File: src/rtl/watch_mode_ctrl_if.sv
// rtl/watch_mode_ctrl_if.sv - button, digit and mode/command/display bundle for watch_mode_ctrl
interface watch_mode_ctrl_if;
  logic [7:0]  btn;
  logic [27:0] dig_clk;
  logic [27:0] dig_sw;
  logic [27:0] dig_alm;
  logic [3:0]  state;
  logic [3:0]  flag;
  logic        sw_run;
  logic [6:0]  out0;
  logic [6:0]  out1;
  logic [6:0]  out2;
  logic [6:0]  out3;

  modport master (
    output btn, dig_clk, dig_sw, dig_alm,
    input  state, flag, sw_run, out0, out1, out2, out3
  );

  modport slave (
    input  btn, dig_clk, dig_sw, dig_alm,
    output state, flag, sw_run, out0, out1, out2, out3
  );
endinterface

File: src/rtl/watch_mode_ctrl.sv
// rtl/watch_mode_ctrl.sv - watch button debounce, mode/command FSM and display mux
// Optional idle return to clock mode when AUTO_RETURN_EN is defined.
module watch_mode_ctrl #(
  parameter int DEB_CYCLES  = 4,
  parameter int IDLE_CYCLES = 1000000
) (
  input  logic               clk,
  input  logic               rst,
  watch_mode_ctrl_if.slave   bus
);

  localparam int NB = 3;
  localparam int CW = $clog2(DEB_CYCLES);

  typedef enum logic [3:0] {
    MODE_CLK = 4'd0,
    MODE_SW  = 4'd1,
    MODE_ALM = 4'd2
  } mode_e;

  localparam logic [3:0] FLAG_HOUR  = 4'd2;
  localparam logic [3:0] FLAG_MIN   = 4'd3;
  localparam logic [3:0] FLAG_CLEAR = 4'd5;
  localparam logic [3:0] FLAG_STOP  = 4'd6;
  localparam logic [3:0] FLAG_START = 4'd7;

  logic [NB-1:0] sync1, sync2, level, level_d, evt_q;
  logic [CW-1:0] cnt [NB];
  logic          unused_btn;

  mode_e         state_q, state_n;
  logic [3:0]    flag_q, flag_n;
  logic          sw_run_q, sw_run_n;
  logic [6:0]    out_q [4];

  assign unused_btn = ^bus.btn[7:NB];

  // Events are registered once more so that decode sees a clean one-cycle pulse.
  always_ff @(posedge clk) begin
    if (rst) begin
      sync1   <= '0;
      sync2   <= '0;
      level   <= '0;
      level_d <= '0;
      evt_q   <= '0;
      for (int i = 0; i < NB; i++) cnt[i] <= '0;
    end else begin
      sync1   <= bus.btn[NB-1:0];
      sync2   <= sync1;
      level_d <= level;
      evt_q   <= level & ~level_d;
      for (int i = 0; i < NB; i++) begin
        if (sync2[i] == level[i]) begin
          cnt[i] <= '0;
        end else if (cnt[i] == CW'(DEB_CYCLES - 1)) begin
          cnt[i]   <= '0;
          level[i] <= ~level[i];
        end else begin
          cnt[i] <= cnt[i] + 1'b1;
        end
      end
    end
  end

`ifdef AUTO_RETURN_EN
  localparam int IW = $clog2(IDLE_CYCLES + 1);
  logic [IW-1:0] idle_q;
  logic          idle_hit;

  assign idle_hit = (idle_q == IW'(IDLE_CYCLES));

  always_ff @(posedge clk) begin
    if (rst)           idle_q <= '0;
    else if (|evt_q)   idle_q <= '0;
    else if (!idle_hit) idle_q <= idle_q + 1'b1;
  end
`else
  localparam bit unused_idle_cfg = (IDLE_CYCLES > 0);
`endif

  always_ff @(posedge clk) begin
    if (rst) begin
      state_q  <= MODE_CLK;
      flag_q   <= '0;
      sw_run_q <= 1'b0;
    end else begin
      state_q  <= state_n;
      flag_q   <= flag_n;
      sw_run_q <= sw_run_n;
    end
  end

  // MODE beats A, A beats B; an illegal state only ever falls back to clock mode.
  always_comb begin
    state_n  = state_q;
    flag_n   = '0;
    sw_run_n = sw_run_q;
    case (state_q)
      MODE_CLK, MODE_SW, MODE_ALM: begin
        if (evt_q[0]) begin
          case (state_q)
            MODE_CLK: state_n = MODE_SW;
            MODE_SW:  state_n = MODE_ALM;
            default:  state_n = MODE_CLK;
          endcase
        end else if (evt_q[1]) begin
          if (state_q == MODE_SW) begin
            flag_n   = sw_run_q ? FLAG_STOP : FLAG_START;
            sw_run_n = ~sw_run_q;
          end else begin
            flag_n = FLAG_HOUR;
          end
        end else if (evt_q[2]) begin
          flag_n = (state_q == MODE_SW) ? FLAG_CLEAR : FLAG_MIN;
        end
`ifdef AUTO_RETURN_EN
        else if (idle_hit && state_q != MODE_CLK && !sw_run_q) begin
          state_n = MODE_CLK;
        end
`endif
      end
      default: state_n = MODE_CLK;
    endcase
  end

  always_ff @(posedge clk) begin
    if (rst) begin
      for (int i = 0; i < 4; i++) out_q[i] <= '0;
    end else begin
      case (state_q)
        MODE_CLK: {out_q[0], out_q[1], out_q[2], out_q[3]} <= bus.dig_clk;
        MODE_SW:  {out_q[0], out_q[1], out_q[2], out_q[3]} <= bus.dig_sw;
        MODE_ALM: {out_q[0], out_q[1], out_q[2], out_q[3]} <= bus.dig_alm;
        default:  for (int i = 0; i < 4; i++) out_q[i] <= '0;
      endcase
    end
  end

  assign bus.state  = state_q;
  assign bus.flag   = flag_q;
  assign bus.sw_run = sw_run_q;
  assign bus.out0   = out_q[0];
  assign bus.out1   = out_q[1];
  assign bus.out2   = out_q[2];
  assign bus.out3   = out_q[3];

endmodule

File: src/flat_wrapper.sv
// flat-port wrapper written by rule: the top's interface ports become plain ports
module watch_mode_ctrl_flat 
#(
  parameter int DEB_CYCLES  = 4,
  parameter int IDLE_CYCLES = 1000000
)
  (clk, rst, bus_btn, bus_dig_clk, bus_dig_sw, bus_dig_alm, bus_state, bus_flag, bus_sw_run, bus_out0, bus_out1, bus_out2, bus_out3);
  watch_mode_ctrl_if bus_i ();
  input  logic clk;
  input  logic rst;
  input wire logic [$bits(bus_i.btn)-1:0] bus_btn;
  input wire logic [$bits(bus_i.dig_clk)-1:0] bus_dig_clk;
  input wire logic [$bits(bus_i.dig_sw)-1:0] bus_dig_sw;
  input wire logic [$bits(bus_i.dig_alm)-1:0] bus_dig_alm;
  output wire logic [$bits(bus_i.state)-1:0] bus_state;
  output wire logic [$bits(bus_i.flag)-1:0] bus_flag;
  output wire logic [$bits(bus_i.sw_run)-1:0] bus_sw_run;
  output wire logic [$bits(bus_i.out0)-1:0] bus_out0;
  output wire logic [$bits(bus_i.out1)-1:0] bus_out1;
  output wire logic [$bits(bus_i.out2)-1:0] bus_out2;
  output wire logic [$bits(bus_i.out3)-1:0] bus_out3;
  assign bus_i.btn = bus_btn;
  assign bus_i.dig_clk = bus_dig_clk;
  assign bus_i.dig_sw = bus_dig_sw;
  assign bus_i.dig_alm = bus_dig_alm;
  assign bus_state = bus_i.state;
  assign bus_flag = bus_i.flag;
  assign bus_sw_run = bus_i.sw_run;
  assign bus_out0 = bus_i.out0;
  assign bus_out1 = bus_i.out1;
  assign bus_out2 = bus_i.out2;
  assign bus_out3 = bus_i.out3;
  watch_mode_ctrl #(.DEB_CYCLES(DEB_CYCLES), .IDLE_CYCLES(IDLE_CYCLES)) u_core (.clk(clk), .rst(rst), .bus(bus_i));
endmodule
File: config.mk
export PLATFORM = sky130hd
export DESIGN_NAME = watch_mode_ctrl_flat
export DESIGN_NICKNAME = d
export VERILOG_FILES = /design/src/rtl/watch_mode_ctrl_if.sv /design/src/rtl/watch_mode_ctrl.sv /design/src/flat_wrapper.sv
export SDC_FILE = /design/constraint.sdc
export NUM_CORES = 1
export LEC_CHECK = 0
export BUFFER_PORTS_ARGS = -buffer_cell sky130_fd_sc_hd__buf_2
export CAP_MARGIN = 5
export CORE_MARGIN = 10
export CORE_UTILIZATION = 38
export CTS_CLUSTER_SIZE = 14
export DETAILED_ROUTE_END_ITERATION = 7
export PLACE_DENSITY_LB_ADDON = 0.15
export SLEW_MARGIN = 40
export SYNTH_ARGS = -nofsm -noshare
export SYNTH_HDL_FRONTEND = slang
export SYNTH_SLANG_ARGS = --single-unit
File: constraint.sdc
create_clock -name clk -period 2.7 [get_ports clk]
set_input_delay 0.27 -clock clk [delete_from_list [all_inputs] [get_ports clk]]
set_output_delay 0.27 -clock clk [all_outputs]
set_load 0.005 [all_outputs]
Yosys cells after proc, flatten, opt, wreduce, memory -nomap -nowiden
Memory sizes are Yosys's and may differ from the RTL's. Cells that the tools add are included.

Input port bits: 94. Logic and storage cells: 105. Memories: 1. Output and inout port bits: 37. RAM bits: 6. Register bits: 52.

Bitwise operators: 20. Muxes and demuxes: 51. Add/sub/neg operators: 3. Reduce and logical (&&, ||, !) cells: 8. Eq/ne operators: 8.

Memories: u_core.cnt (depth 3, width 2, read ports 3, clocked after memory_dff 0, write ports 3, line watch_mode_ctrl.sv:28) `logic [CW-1:0] cnt [NB];`.

Operators with widths (count): 28-bit case mux with 3 select lines (1); 1-bit 2-to-1 mux (36); 2-bit 2-to-1 mux (9); 4-bit 2-to-1 mux (3); 1-bit inverter (9); 1-bit bitwise OR (9); 2-bit by 1-bit adder with 2-bit output, second input constant (3); 2-bit equality test, second input constant (3); 2-bit AND reduction (3); 3-bit OR reduction (2); 4-bit by 1-bit equality test with 1-bit output, second input constant (1); 4-bit by 2-bit equality test with 1-bit output, second input constant (1); 4-bit zero test (1); 2-bit case mux with 2 select lines (1); 4-bit AND reduction (1); 3-bit AND (1); 1-bit equality test (3); 3-bit 2-to-1 mux (1); 3-bit inverter (1); 2-bit OR reduction (1).

Depth between registers and ports, before layout
Gate-level depths: netlist of the first run. An unclocked memory read counts as a cell.

Word-level depth: 8. Depth in mapped cells: 6. Depth with buffers taken out: 3.

Least setup slack after synthesis of the first run
Ideal clock, no wire load.

Path kind: reg2reg. Start: register u_core.state_q[0] (netlist: u_core.bus.state[0]). End: register u_core.out_q, in the netlist u_core.bus.out2[6]. Path slack: 1.510 ns. Clock period less this slack: 1.190 ns. Data required time: 2.569 ns. Stages on the path, launching flop included: 6. Arrival: 1.059 ns. Buffers on the path: 2. Cell sequence: dfxtp_1 -> buf_6 -> buf_12 -> mux2_4 -> nand2_1 -> a21oi_2.

Cells in the longest elaborated chain, start to end: 2. Elaborated cells on any way between the ends: 4. Those cells by class: eq/ne (2); mux (1); reduce/logical (1).

RTL lines: from (decl) (line watch_mode_ctrl.sv:31) `mode_e state_q, state_n;`; from (signal assigned) (line watch_mode_ctrl.sv:87) `state_q <= state_n;`; 4-bit by 2-bit equality test with 1-bit output, or another cell as far along (line watch_mode_ctrl.sv:130) `case (state_q)`; 28-bit case mux with 3 select lines * (line watch_mode_ctrl.sv:130); to (decl) (line watch_mode_ctrl.sv:34) `logic [6:0] out_q [4];`.

Every way passes the cells marked *; elsewhere a longest branch is shown, timed or not. A chain may end at the register's enable or synchronous reset.

Worst setup path in the final report of the first run
Start: register u_core.state_q[0] (netlist: u_core.bus.state[0]). End: output bus_state[0].

RTL lines: to (decl) (line flat_wrapper.sv:15) `output wire logic [$bits(bus_i.state)-1:0] bus_state;`.

No word-level cell between the ends.

==> results of run 1 <==
[layout by cell type (no fill, tap or decap), drive strengths merged, types with 2 or more instances in the layout]
cell type	instances
a21oi	29
buf	124
clkbuf	5
clkinv	2
conb	9
dfxtp	49
edfxtp	6
ha	3
inv	6
mux2	28
mux2i	3
nand2	57
nor2	11
nor2b	14
nor3	2
or3	4
xnor2	5
[registers in the layout (all words and copies together), names as in the netlist]
name               count
u_core.bus.out1        7
u_core.bus.flag        3
u_core.level           3
u_core.evt_q           3
u_core.sync1           3
u_core.bus.state       2
u_core.cnt             6
u_core.sync2           3
u_core.bus.out3        7
u_core.bus.sw_run      1
u_core.bus.out2        7
u_core.bus.out0        7
u_core.level_d         3
[path summary, 6_finish.rpt]
path / endpoint / cells past startpoint
setup / recovery: bus_state[0] / 1
hold / removal: u_core.sync1[1] / 2
setup reg to reg: u_core.bus.out3[5] / 3
hold reg to reg: u_core.evt_q[1] / 1
[layout make-up]
cell class	instances	area, um^2	area share
clock buffers	5	68.8	0.0219
well taps	77	96.3	0.0306
multi-input cells	171	1150	0.366
repair buffers	124	626	0.199
inverters	5	18.8	0.00596
clock inverters	3	22.5	0.00715
flip-flops and latches	55	1160	0.370
[metal layers]
| metal | share of wire | up-vias | global-route usage |
|---|---|---|---|
| li1 | - | 1029 | - |
| met1 | 0.38 | 874 | 0.126 |
| met2 | 0.49 | 71 | 0.199 |
| met3 | 0.11 | 11 | 0.0652 |
| met4 | 0.028 | 0 | 0.0543 |
| met5 | 0 | - | 0 |
[power by group]
group | total, mW | internal (mW) | switching, mW | leakage [nW]
registers | 0.867 | 0.857 | 0.0105 | 0.467
clock network | 0.462 | 0.186 | 0.275 | 0.0485
logic | 0.176 | 0.108 | 0.0683 | 1.02
total | 1.51 | 1.15 | 0.354 | 1.53
[cell families (layout without fill, tap and decap cells)]
| logic type | count (synthesis) | after routing |
|---|---|---|
| XOR/XNOR | 5 | 5 |
| AO/OA/AOI/OAI | 32 | 32 |
| other | 2 | 9 |
| buffers and inverters | 23 | 137 |
| adder cells (fa/ha/maj) | 3 | 3 |
| multiplexers | 31 | 31 |
| flip-flops | 55 | 55 |
| AND/OR/NAND/NOR | 91 | 91 |
==> results_dict.tcl, run 1 <==
set metrics [dict create \
    drt-vias-per-instance 4.51 \
    fin_cells 440 \
    postLayoutCellArea_um2 3150 \
    antenna_found_initial 0 \
    r2r-start "u_core.bus.state[0]" \
    wl_per_cell_um 14.0 \
    maxSlewHeadroom 0.605 \
    end_kind "output port" \
    synth_area_leaders "dfxtp_1 (40%), mux2_4 (12%), nand2_1 (8.6%)" \
    io-pin-count 131 \
    critPathLaunchType "flop" \
    arrival_ns 1.29 \
    synth_top_cell_by_area "dfxtp_1" \
    layout-drive-gt1-share 0.479 \
    synth_edf_count 6 \
    synth_top_family_by_area "multiplexers" \
    peakVddDrop_mv 0.201 \
    die_area_um2 10200 \
    die_h_um 101 \
    tns_ns 0 \
    cts_resized 0 \
    numCtsBuffers 5 \
    dpl_cell_area_um2 3060 \
    min_period_ns 1.56 \
    synth_top_area_frac 0.395 \
    synth.avg_cell_area_um2 10.3 \
    io_buffers 122 \
    cts.path.max_buffers 2 \
    synth-async-reset-ratio 0 \
    leakagePower_nw 1.53 \
    setup_viol 0 \
    grt_max_degree 39 \
    synth-seq-cells 55 \
    nFillCells 618 \
    synthFlopType "dfxtp_1" \
    place_congestion 0.714 \
    postCtsHoldBufs 0 \
    yosys_warnings 0 \
    hold_class "in2reg" \
    path_clk_slew_ns 0.10 \
    rsz0062_at_grt "false" \
    tightest_slew_ns 0.593 \
    synthesis.area_um2 2480 \
    synthMuxAreaShare 0.169 \
    hpwl_mm 4.67 \
    cts-root-buf "clkbuf_8" \
    dr.pass1.iters 4 \
    drt_iter0_markers 49 \
    rows 29 \
    nets 459 \
    yosysMostFrequentCell "nand2_1" \
    hold_ws_ns 0.168 \
    cts_tree "done" \
    cpMaxStageDelayCell "dfxtp_4" \
    final.setup_skew_ns 0.00647 \
    postRouteAntennaNets 0 \
    clkLatencyLatePin_ns 0.31 \
    grt_pass1_vias 2095 \
    dp_slack_ns 1.27 \
    crit_fanout 38 \
    vias 1985 \
    synth_simple_gate_area_frac 0.163 \
    grt.overflow.total 0 \
    synth_xor_area_frac 0.0176 \
    synthesis.instances 242 \
    startpoint "u_core.bus.state[0]" \
    area_growth_pct 26.9 \
    post_cts_buffers 0 \
    synth_fa_ha_area_frac 0.0151 \
    ys_seq_area_frac 0.468 \
    cts-htree-levels 2 \
    path_delay_family "flip-flops" \
    power_mw 1.51 \
    r2r_setup_slack_ns 1.28 \
    synth_compound_area_frac 0.0857 \
    drv_cap 0 \
    worst-setup-path-type "reg2out" \
    cp_slowest_stage_delay_ns 0.75 \
    design.core.area_um2 6350 \
    cp.required_ns 2.43 \
    final_core_util 0.496 \
    grt_pass1_wl_mm 10.0 \
    drc_errors 0 \
    drv_slew 0 \
    cts_sinks 55 \
    postLayoutSetupSlackWorst_ns 1.14 \
    ys_types 30 \
    crit_buf_inv 1 \
    finalCritPeriodShare 0.578 \
    drt-total-wl_mm 6.16 \
    die_w_um 101 \
    fmax_mhz 641 \
    synthTopCellsByCount "nand2_1 (57), dfxtp_1 (49), mux2_4 (20)" \
    worstPathCellList "buf_2" \
    initial_utilization 0.391 \
    final_hold_viol_count 0 \
    grt_usage 0.122 \
    placed_cells_incl_taps 432 \
    cellPowerDensity_nw_per_um2 478 \
    hp-start "bus_btn[1]" \
    outcome "completed" \
    diodes 0 \
]
Power figures use the tool's default switching activity.
==> run 2, diff against run 1 <==
==> constraint.sdc (replaced) <==
create_clock -name clk -period 1.6 [get_ports clk]
set_input_delay 0.16 -clock clk [delete_from_list [all_inputs] [get_ports clk]]
set_output_delay 0.16 -clock clk [all_outputs]
set_load 0.005 [all_outputs]
==> results_dict.tcl, run 2 (synthesized netlist as in run 1, its figures left out) <==
set metrics [dict create \
    hpwl_mm 4.88 \
    hold_depth 2 \
    tns_ns 0 \
    min_period_ns 1.32 \
    dp_slack_ns 0.319 \
    grt_pass1_vias 2141 \
    p_comb_frac 0.107 \
    end_kind "output port" \
    hp-start "bus_btn[0]" \
    hold_class "in2reg" \
    worst-setup-path-type "reg2out" \
    die_w_um 101 \
    cellPowerDensity_nw_per_um2 872 \
    postRouteAntennaNets 0 \
    io-pin-count 131 \
    antenna_found_initial 0 \
    setup_viol 0 \
    cp.required_ns 1.44 \
    postLayoutSetupSlackWorst_ns 0.284 \
    cts_sinks 55 \
    arrival_ns 1.16 \
    placed_cells_incl_taps 437 \
    reg2regPathDepth 4 \
    r2r-start "u_core.bus.state[0]" \
    fmax_mhz 760 \
    drv_slew 0 \
    vias 1972 \
    wl_per_cell_um 13.8 \
    design.core.area_um2 6350 \
    initial_utilization 0.391 \
    drt-total-wl_mm 6.15 \
    nets 464 \
    fin_cells 445 \
    clkPwrFrac 0.375 \
    path_clk_slew_ns 0.09 \
    postLayoutCellArea_um2 3240 \
    post_cts_buffers 0 \
    final_common_cell "buf_2" \
    die_h_um 101 \
    nFillCells 595 \
    area_growth_pct 30.4 \
    p_switching_mw 0.567 \
    min_to "u_core.sync1[0]" \
    grt.overflow.total 0 \
    place_congestion 0.747 \
    peakVddDrop_mv 0.563 \
    drt_iter0_markers 40 \
    final.setup_skew_ns 0.00597 \
    die_area_um2 10200 \
    layout-drive-gt1-share 0.481 \
    seqPwrFrac 0.518 \
    numCtsBuffers 5 \
    clkLatencyLatePin_ns 0.30 \
    cts.path.max_buffers 2 \
    cts_resized 0 \
    dr.pass1.iters 4 \
    grt_max_degree 26 \
    postCtsHoldBufs 0 \
    p_int_mw 2.26 \
    grt_pass1_wl_mm 10.0 \
    drc_errors 0 \
    leakagePower_nw 1.58 \
    finalCritPeriodShare 0.823 \
    grt_usage 0.123 \
    diodes 0 \
    cts-root-buf "clkbuf_8" \
    rows 29 \
    final_hold_viol_count 0 \
    critPathLaunchType "flop" \
    swShare 0.201 \
    dpl_cell_area_um2 3110 \
    rsz0062_at_grt "false" \
    cts-htree-levels 2 \
    drv_cap 0 \
    crit_fanout 18 \
    io_buffers 122 \
    r2r_setup_slack_ns 0.31 \
    drt-vias-per-instance 4.43 \
    cts_tree "done" \
    outcome "completed" \
    r2r-end "u_core.bus.out0[3]" \
    final_cell_mix "buf_2 (122), nand2_1 (57), dfxtp_1 (48)" \
    startpoint "u_core.bus.state[0]" \
]
-- run 2: changes by cell type in the layout (fill, tap and decap cells not counted), sizes merged --
cell,before,now
clkinv,2,0
buf,124,129
inv,6,5
bufinv,0,2
clkbuf,5,6
-- run 2: how the worst max path moves through the flow --
stage                                     to  slack (ns)
final                           bus_state[0]        0.28
after floorplan           u_core.bus.out2[6]        0.41
after detailed placement  u_core.bus.out0[3]        0.32
after global routing            bus_state[0]        0.21
after global placement    u_core.bus.out0[3]        0.34
after CTS                       bus_state[0]        0.25
-- run 2: per-layer routing --
metal / wire length (um) / GRT usage / share of wire
met3: 741 / 0.0713 / 0.12
met1: 2280 / 0.124 / 0.37
met2: 2960 / 0.201 / 0.48
met5: 0 / 0 / 0
met4: 172 / 0.0565 / 0.028
-- run 2: area by class of cell --
| type | instances | area (um^2) | share of cell area |
|---|---|---|---|
| Inverter | 5 | 18.8 | 0.00580 |
| Tap cell | 77 | 96.3 | 0.0298 |
| Clock buffer | 6 | 72.6 | 0.0224 |
| Sequential cell | 55 | 1160 | 0.359 |
| Multi-Input combinational cell | 171 | 1150 | 0.356 |
| Timing Repair Buffer | 129 | 676 | 0.209 |
| Clock inverter | 2 | 60.1 | 0.0185 |
-- run 2: metrics by stage --
step,power (mW),hold slack [ns],utilization
detailed placement,1.80,0.374,0.489
global route,2.97,0.0498,0.510
floorplan,1.65,0.239,-
finish,2.82,0.0587,0.510
CTS,2.87,0.0449,0.510
global placement,1.80,0.374,0.489
-- run 2: critical path: stages, from the launching register on --
cell and delay, ns:
dfxtp_2 0.37, buf_4 0.30, buf_2 0.18
-- run 2: power by group through the flow --
| stage | logic, mW | clock network, mW | registers [mW] |
|---|---|---|---|
| 3_3_place_gp | 0.304 | 0 | 1.49 |
| 4_1_cts | 0.308 | 1.09 | 1.46 |
| 3_5_place_dp | 0.308 | 0 | 1.49 |
| 2_1_floorplan | 0.145 | 0 | 1.50 |
| 5_1_grt | 0.345 | 1.15 | 1.47 |
| 6_report | 0.303 | 1.06 | 1.46 |
==> run 3, diff against run 2 <==
==> constraint.sdc (replaced) <==
create_clock -name clk -period 1.1 [get_ports clk]
set_input_delay 0.11 -clock clk [delete_from_list [all_inputs] [get_ports clk]]
set_output_delay 0.11 -clock clk [all_outputs]
set_load 0.005 [all_outputs]
==> results_dict.tcl, run 3 (synthesized netlist as in run 1, its figures left out) <==
set metrics [dict create \
    power_mw 3.73 \
    cts_tree "done" \
    grt.overflow.total 0 \
    grt_max_degree 38 \
    worst-setup-path-type "reg2reg" \
    dr.pass1.iters 4 \
    cts_sinks 55 \
    area_growth_pct 40.3 \
    die_area_um2 10200 \
    postLayoutCellArea_um2 3480 \
    nFillCells 605 \
    p_int_mw 2.87 \
    numCtsBuffers 5 \
    drt-vias-per-instance 4.56 \
    clkLatencyLatePin_ns 0.31 \
    grt_pass1_vias 2168 \
    cts-root-buf "clkbuf_8" \
    p_comb_frac 0.139 \
    crit_buf_inv 0 \
    p_switching_mw 0.866 \
    swShare 0.232 \
    hpwl_mm 5.04 \
    wl_per_cell_um 14.3 \
    final_cell_mix "buf_2 (122), dfxtp_1 (46), nand2_1 (34)" \
    rows 29 \
    drt_iter0_markers 21 \
    io_buffers 122 \
    min_period_ns 1.18 \
    cts.path.max_buffers 2 \
    cp.required_ns 1.28 \
    diodes 0 \
    die_h_um 101 \
    outcome "finished with violations" \
    arrival_ns 1.36 \
    dp_slack_ns -0.0863 \
    peakVddDrop_mv 0.604 \
    layout-drive-gt1-share 0.616 \
    postRouteAntennaNets 0 \
    hold_class "in2reg" \
    crit_fanout 2 \
    violations "negative setup slack" \
    path_delay_family "simple AND/OR/NAND/NOR gates" \
    cts-htree-levels 2 \
    nets 474 \
    fmax_mhz 849 \
    grt_usage 0.124 \
    drt-total-wl_mm 6.49 \
    critPathLaunchType "flop" \
    drv_cap 0 \
    path_clk_slew_ns 0.10 \
    antenna_found_initial 0 \
    setup_viol 34 \
    final_common_cell "buf_2" \
    postCtsHoldBufs 0 \
    postLayoutSetupSlackWorst_ns -0.0782 \
    leakagePower_nw 1.64 \
    final_hold_viol_count 0 \
    io-pin-count 131 \
    cellPowerDensity_nw_per_um2 1070 \
    die_w_um 101 \
    end_kind "flop" \
    rsz0062_at_grt "true" \
    dpl_cell_area_um2 3210 \
    initial_utilization 0.391 \
    design.core.area_um2 6350 \
    drv_slew 0 \
    finalCritPeriodShare 1.07 \
    worstPathCellList "ha_2 -> or3_4 -> nor2_1" \
    hold_ws_ns 0.0152 \
    drc_errors 0 \
    cpMaxStageDelayCell "edfxtp_1" \
    cp_slowest_stage_delay_ns 0.42 \
    place_congestion 0.726 \
    final.setup_skew_ns 0.0112 \
    seqPwrFrac 0.570 \
    grt_pass1_wl_mm 10.2 \
    clkPwrFrac 0.292 \
    vias 2075 \
]
==> run 3: changes by cell type in the layout (fill, tap and decap cells not counted), sizes merged <==
cell and change:
buf +10, bufinv -2, clkinv +1, clkinvlp +1
==> run 3: final timing paths <==
kind	cells past startpoint	startpoint	slack, ns	end
setup reg to reg	3	u_core.cnt[2][0]	-0.08	u_core.cnt[2][1]
setup / recovery	3	u_core.cnt[2][0]	-0.08	u_core.cnt[2][1]
hold reg to reg	1	u_core.level_d[2]	0.38	u_core.evt_q[2]
hold / removal	2	bus_btn[2]	0.02	u_core.sync1[2]
==> run 3: power groups by stage <==
stage | Clock (mW) | Combinational [mW] | Sequential [mW]
after floorplan | 0 | 0.218 | 2.18
after global placement | 0 | 0.461 | 2.17
after detailed placement | 0 | 0.470 | 2.18
after CTS | 1.14 | 0.492 | 2.13
after global routing | 1.23 | 0.577 | 2.13
final | 1.09 | 0.517 | 2.13
==> run 3: area by class of cell <==
type | count | area, um^2 | share of cell area
clock buffers | 6 | 72.6 | 0.0208
multi-input cells | 171 | 1320 | 0.379
inverters | 5 | 18.8 | 0.00539
flip-flops and latches | 55 | 1170 | 0.335
well taps | 77 | 96.3 | 0.0277
clock inverters | 2 | 12.5 | 0.00359
repair buffers | 139 | 796 | 0.228
==> run 3: worst register-to-register path, delay by kind of cell, from the launching register on <==
| kind | cells | cell delay (ns) |
|---|---|---|
| AND/OR/NAND/NOR | 2 | 0.43 |
| flip-flops | 1 | 0.42 |
| adder cells (fa/ha/maj) | 1 | 0.20 |
==> run 3: metal layers <==
| metal | track usage | share of wire | vias to the layer above |
|---|---|---|---|
| met2 | 0.201 | 0.49 | 76 |
| met3 | 0.0665 | 0.10 | 8 |
| met1 | 0.134 | 0.39 | 940 |
| li1 | - | - | 1051 |
| met5 | 0 | 0 | - |
| met4 | 0.0391 | 0.017 | 0 |
==> run 3: what timing repair did <==
action	4_1_cts	5_1_grt
pin swaps	11	9
resized for setup	16	32
setup endpoints to repair	37	39
setup buffers	3	2
endpoints found under the hold margin	0	0
==> run 3: per-stage QoR <==
stage | TNS [ns] | std cells | utilization
4_1_cts | -1.31 | 453 | 0.530
3_3_place_gp | -1.12 | 442 | 0.505
5_1_grt | -2.65 | 455 | 0.549
6_report | -1.24 | 455 | 0.549
2_1_floorplan | -1.09 | 249 | -
3_5_place_dp | -1.72 | 442 | 0.505
